==> src/rtl/vpu_dst_port.sv <==
// Result-packing write-back stage: gathers EXEC_CNT lane chunks into one SRAM line
// and writes LEN lines to consecutive addresses over a req/ack port.
module vpu_dst_port #(
    parameter int unsigned DWIDTH_PER_EXEC = 256,
    parameter int unsigned EXEC_CNT        = 2,
    parameter int unsigned ADDR_W          = 12,
    parameter int unsigned LEN_W           = 8,
    localparam int unsigned SRAM_DATA_WIDTH = DWIDTH_PER_EXEC * EXEC_CNT
) (
    input  logic                       clk,
    input  logic                       rst_n,
    input  logic                       start_i,
    input  logic [ADDR_W-1:0]          waddr_i,
    input  logic [LEN_W-1:0]           len_i,
    output logic                       done_o,
    input  logic                       result_valid_i,
    input  logic [DWIDTH_PER_EXEC-1:0] result_data_i,
    output logic                       result_ready_o,
    output logic                       wreq_o,
    input  logic                       wack_i,
    output logic [ADDR_W-1:0]          waddr_o,
    output logic [SRAM_DATA_WIDTH-1:0] wdata_o,
    output logic                       wlast_o
);

    localparam int unsigned CNT_W = $clog2(EXEC_CNT);

    localparam logic [1:0] StIdle    = 2'd0;
    localparam logic [1:0] StCollect = 2'd1;
    localparam logic [1:0] StWrite   = 2'd2;
    localparam logic [1:0] StDone    = 2'd3;

    logic [1:0]                 state_q, state_d;
    logic [ADDR_W-1:0]          addr_q, addr_d;
    logic [LEN_W-1:0]           remain_q, remain_d;
    logic [CNT_W-1:0]           cnt_q, cnt_d;
    logic [SRAM_DATA_WIDTH-1:0] line_q, line_d;

    always_comb begin
        state_d  = state_q;
        addr_d   = addr_q;
        remain_d = remain_q;
        cnt_d    = cnt_q;
        line_d   = line_q;
        case (state_q)
            StIdle: begin
                if (start_i) begin
                    addr_d   = waddr_i;
                    remain_d = len_i;
                    state_d  = (len_i != '0) ? StCollect : StDone;
                end
            end
            StCollect: begin
                if (result_valid_i) begin
                    // Chunk 0 lands in the LSBs, later chunks climb upward.
                    for (int unsigned k = 0; k < EXEC_CNT; k++) begin
                        if (cnt_q == CNT_W'(k)) begin
                            line_d[k*DWIDTH_PER_EXEC +: DWIDTH_PER_EXEC] = result_data_i;
                        end
                    end
                    if (cnt_q == CNT_W'(EXEC_CNT - 1)) begin
                        cnt_d   = '0;
                        state_d = StWrite;
                    end else begin
                        cnt_d = cnt_q + CNT_W'(1);
                    end
                end
            end
            StWrite: begin
                if (wack_i) begin
                    remain_d = remain_q - LEN_W'(1);
                    addr_d   = addr_q + ADDR_W'(1);
                    state_d  = (remain_q == LEN_W'(1)) ? StDone : StCollect;
                end
            end
            StDone: begin
                state_d = StIdle;
            end
            default: begin
                state_d = StIdle;
            end
        endcase
    end

    always_ff @(posedge clk or negedge rst_n) begin
        if (!rst_n) begin
            state_q  <= StIdle;
            addr_q   <= '0;
            remain_q <= '0;
            cnt_q    <= '0;
            line_q   <= '0;
        end else begin
            state_q  <= state_d;
            addr_q   <= addr_d;
            remain_q <= remain_d;
            cnt_q    <= cnt_d;
            line_q   <= line_d;
        end
    end

    assign done_o         = (state_q == StDone);
    assign result_ready_o = (state_q == StCollect);
    assign wreq_o         = (state_q == StWrite);
    assign wlast_o        = (state_q == StWrite) && (remain_q == LEN_W'(1));
    assign waddr_o        = addr_q;
    assign wdata_o        = line_q;

endmodule
==> config.mk <==
export PLATFORM = sky130hd
export DESIGN_NAME = vpu_dst_port
export DESIGN_NICKNAME = d
export VERILOG_FILES = /design/src/rtl/vpu_dst_port.sv
export SDC_FILE = /design/constraint.sdc
export NUM_CORES = 1
export LEC_CHECK = 0
export ABC_CLOCK_PERIOD_IN_PS = 2200
export CAP_MARGIN = 20
export CORE_AREA = 2 2 313 315
export DETAILED_ROUTE_END_ITERATION = 8
export DIE_AREA = 0 0 315 317
export PLACE_DENSITY = 0.53
export SYNTH_ARGS = -nofsm -noshare
export SYNTH_HDL_FRONTEND = slang
export SYNTH_SLANG_ARGS = --single-unit
==> constraint.sdc <==
create_clock -name clk -period 2.2 [get_ports clk]
set_input_delay 0.44 -clock clk [delete_from_list [all_inputs] [get_ports clk]]
set_output_delay 0.44 -clock clk [all_outputs]
set_load 0.05 [all_outputs]
==> results by group <==
Synth
  • Area leader, netlist: dfrtp_1
  • Syn Inst Count: 1252
  • Post-synth EDFFs: 0
  • Register bit total from synthesis: 535
  • Yosys warnings: 0
  • Seq/Total Area, Yosys: 59.4%
  • Area fraction of the dominant cell type after synthesis: 59.4%
  • Top area cells in the synthesized netlist: dfrtp_1 (59%), mux2_4 (29%), buf_12 (2.3%), mux2_2 (2.1%), mux2_1 (1.4%)
  • Syn Nets: 1536
  • Ys flop type: dfrtp_1
  • Mapped cell area: 22600 sq um
  • Avg Cell Area, Syn: 18.0 sq um
  • Async SR Flop Fraction: 100%
  • Synth unique cells: 48

Placed design
  • Post-DP HPWL: 54000 um
  • GP Congestion: 0.821
  • PortBufs: 808
  • Placed Cells: 3350

STA
  • Setup ws final: -75.0 ps
  • Count of pins over their slew limit: 0
  • Fin crit period: 2280 ps
  • Final Hold Vio Count: 0
  • Worst rel slew slack: 59.5%
  • RSZ-0062 raised after global routing: yes
  • Setup Skew: 26.4 ps
  • Worst-margin pin slew: 609 ps
  • Fin crit share: 103%
  • Fmax: 440 MHz
  • # setup viols final: 1

Die
  • DIE HEIGHT: 317 um
  • Die X: 315 um
  • Row cnt: 114
  • Die outline area: 99900 sq um
  • Initial core utilization: 23.4%
  • Core Area: 96300 sq um
  • I/O pins: 809

Layout
  • Commonest non-fill, non-tap cell in the layout: dfrtp_1
  • Share of cells above drive strength 1: 32.4%
  • Area of the multi-input gates: 8270 sq um
  • FF+latch area: 13400 sq um
  • Fill count: 9411
  • Post-Layout Cell Count: 3477
  • Most frequent cells in the layout: dfrtp_1 (533), dlygate4sd2_1 (508), mux2_4 (440), clkdlybuf4s50_1 (279), buf_4 (70)
  • Fin nets: 2436
  • Area added between synthesis and finish: 50.6%

Clocking
  • Clock root cell: clkbuf_16
  • CTS tree: built
  • Clock Latency Late Sink: 630 ps
  • Total CTS buffers: 67
  • Reg clk slew, reported paths: 60 ps
  • CTS max path bufs: 3
  • Clock sink count: 535
  • H-tree depth: 3

Global route
  • Vias in the first global route: 15900
  • Initial antenna violation count: 5
  • First-pass GRT wire length: 106000 um
  • GR Util All Layers: 14.0%
  • Total global routing overflow: 0
  • Largest net degree at the start of global routing: 61

Routing
  • Total wire length: 72300 um
  • Initial DRT Pass Iterations: 4
  • Vias/cell: 4.10
  • Met2 Wirelength: 37000 um
  • DRC Markers: 0
  • M1 WL: 27000 um
  • Drt wl/cell: 20.8 um
  • DR top layer: met5
  • Met3 wire length: 5580 um
  • Vias: 14300
  • Initial DRC count: 655
  • Routed Antenna Nets: 0

Critical path
  • R2r setup slk: 330 ps
  • Critical Path Start: remain_q[5]$_DFFE_PN0P_
  • Worst reg2reg startpoint: state_q[1]$_DFFE_PN0P_
  • Startpoint Class: register
  • CP bufs+invs: 2
  • Critical path class: register to primary output
  • CP Capture Type: primary output
  • Critical-path cell list: nor4_2, buf_4, and4b_1, buf_12
  • R2r endpoint: wdata_o[146]$_DFFE_PN0P_
  • Worst path top cell family by delay: simple AND/OR/NAND/NOR gates
  • Slowest CP cell: dfrtp_2
  • Required time worst endpoint: 1760 ps
  • Max incr delay on CP: 430 ps
  • Arr. time, crit path: 1840 ps
  • Crit-path max FO: 5
  • Worst r2r path cells: 6

Run status
  • Status: complete, but fails checks
  • Failing checks: setup timing

Hold path
  • Hold/Removal Path Class: primary input to asynchronous set/reset pin

Job
  • Max-cap violation count: 0
==> routing by layer <==
metal | global-route usage, % | vias up
li1 | - | 6270
met1 | 15.6 | 7290
met2 | 24.4 | 555
met3 | 4.86 | 138
met4 | 5.60 | 4
met5 | 0 | -
==> worst register-to-register path, cell delays in order, from the launching register on <==
cell and delay, ps:
dfrtp_2 470, nor2b_4 260, nand2_4 110, nor2_8 120, buf_12 180, buf_12 260
mux2_4 340
==> cell families after synthesis <==
| logic type | Yosys count | synth area share [%] |
|---|---|---|
| flops | 535 | 59.4 |
| fa+ha+maj | 3 | 0.166 |
| buf+inv | 73 | 4.09 |
| compound gates | 57 | 1.63 |
| simple gates | 69 | 1.75 |
| xor+xnor | 1 | 0.0388 |
| mux | 514 | 33.0 |
==> registers in the layout, indices dropped and copies added, names as in the netlist <==
name,count
waddr_o,12
wdata_o,512
state_q,2
cnt_q,1
remain_q,8
==> synthesized netlist by cell type (all sizes together) (3+ instances only) <==
master / count
nand2b: 5
inv: 5
a21oi: 18
dfrtp: 535
o22a: 3
nor4: 3
nand2: 17
o32ai: 4
mux2: 512
ha: 3
nor2: 15
a31oi: 3
o21ai: 11
clkbuf: 6
o22ai: 6
or3: 3
buf: 62
nand3: 7
nor3: 7
==> worst max path at each step <==
stage	to	slack (ps)	cells after the start
after global placement	wdata_o[231]$_DFFE_PN0P_	5	6
final	wlast_o	-80	4
after global routing	wlast_o	-180	4
after detailed placement	wdata_o[510]$_DFFE_PN0P_	-30	6
after CTS	wlast_o	-180	4
after floorplan	wdata_o[182]$_DFFE_PN0P_	330	7
==> layout make-up <==
cell class	instances	area share [%]
Tap cell	1276	4.70
Timing Repair Buffer	899	25.1
Clock buffer	88	5.52
Antenna cell	3	0.0221
Sequential cell	535	39.4
Clock inverter	27	0.810
Inverter	5	0.0663
Multi-Input combinational cell	644	24.3
==> stage by stage <==
stage                     utilization, %  hold WS [ps]  area (sq um)  worst slack [ps]  setup TNS [ps]
after floorplan                        -           144         22600               326               0
after global placement              33.6           432         32300              5.28               0
after detailed placement            33.6           428         32300             -30.7            -341
after CTS                           35.2           322         33900              -179            -205
after global routing                35.3           340         34000              -182            -182
final                               35.3           353         34000             -75.0           -75.0
==> what timing repair did <==
action / in CTS / in global routing
buffers inserted: 4 / 4
setup endpoints to repair: 513 / 5
gates resized for setup: 519 / 6
hold buffers: 1 / 0
endpoints found under the hold margin: 25 / 0
pin swaps: 2 / 3
Power is not shown: default switching activity piles up to over one toggle a cycle in this logic, so the estimate is an artifact.
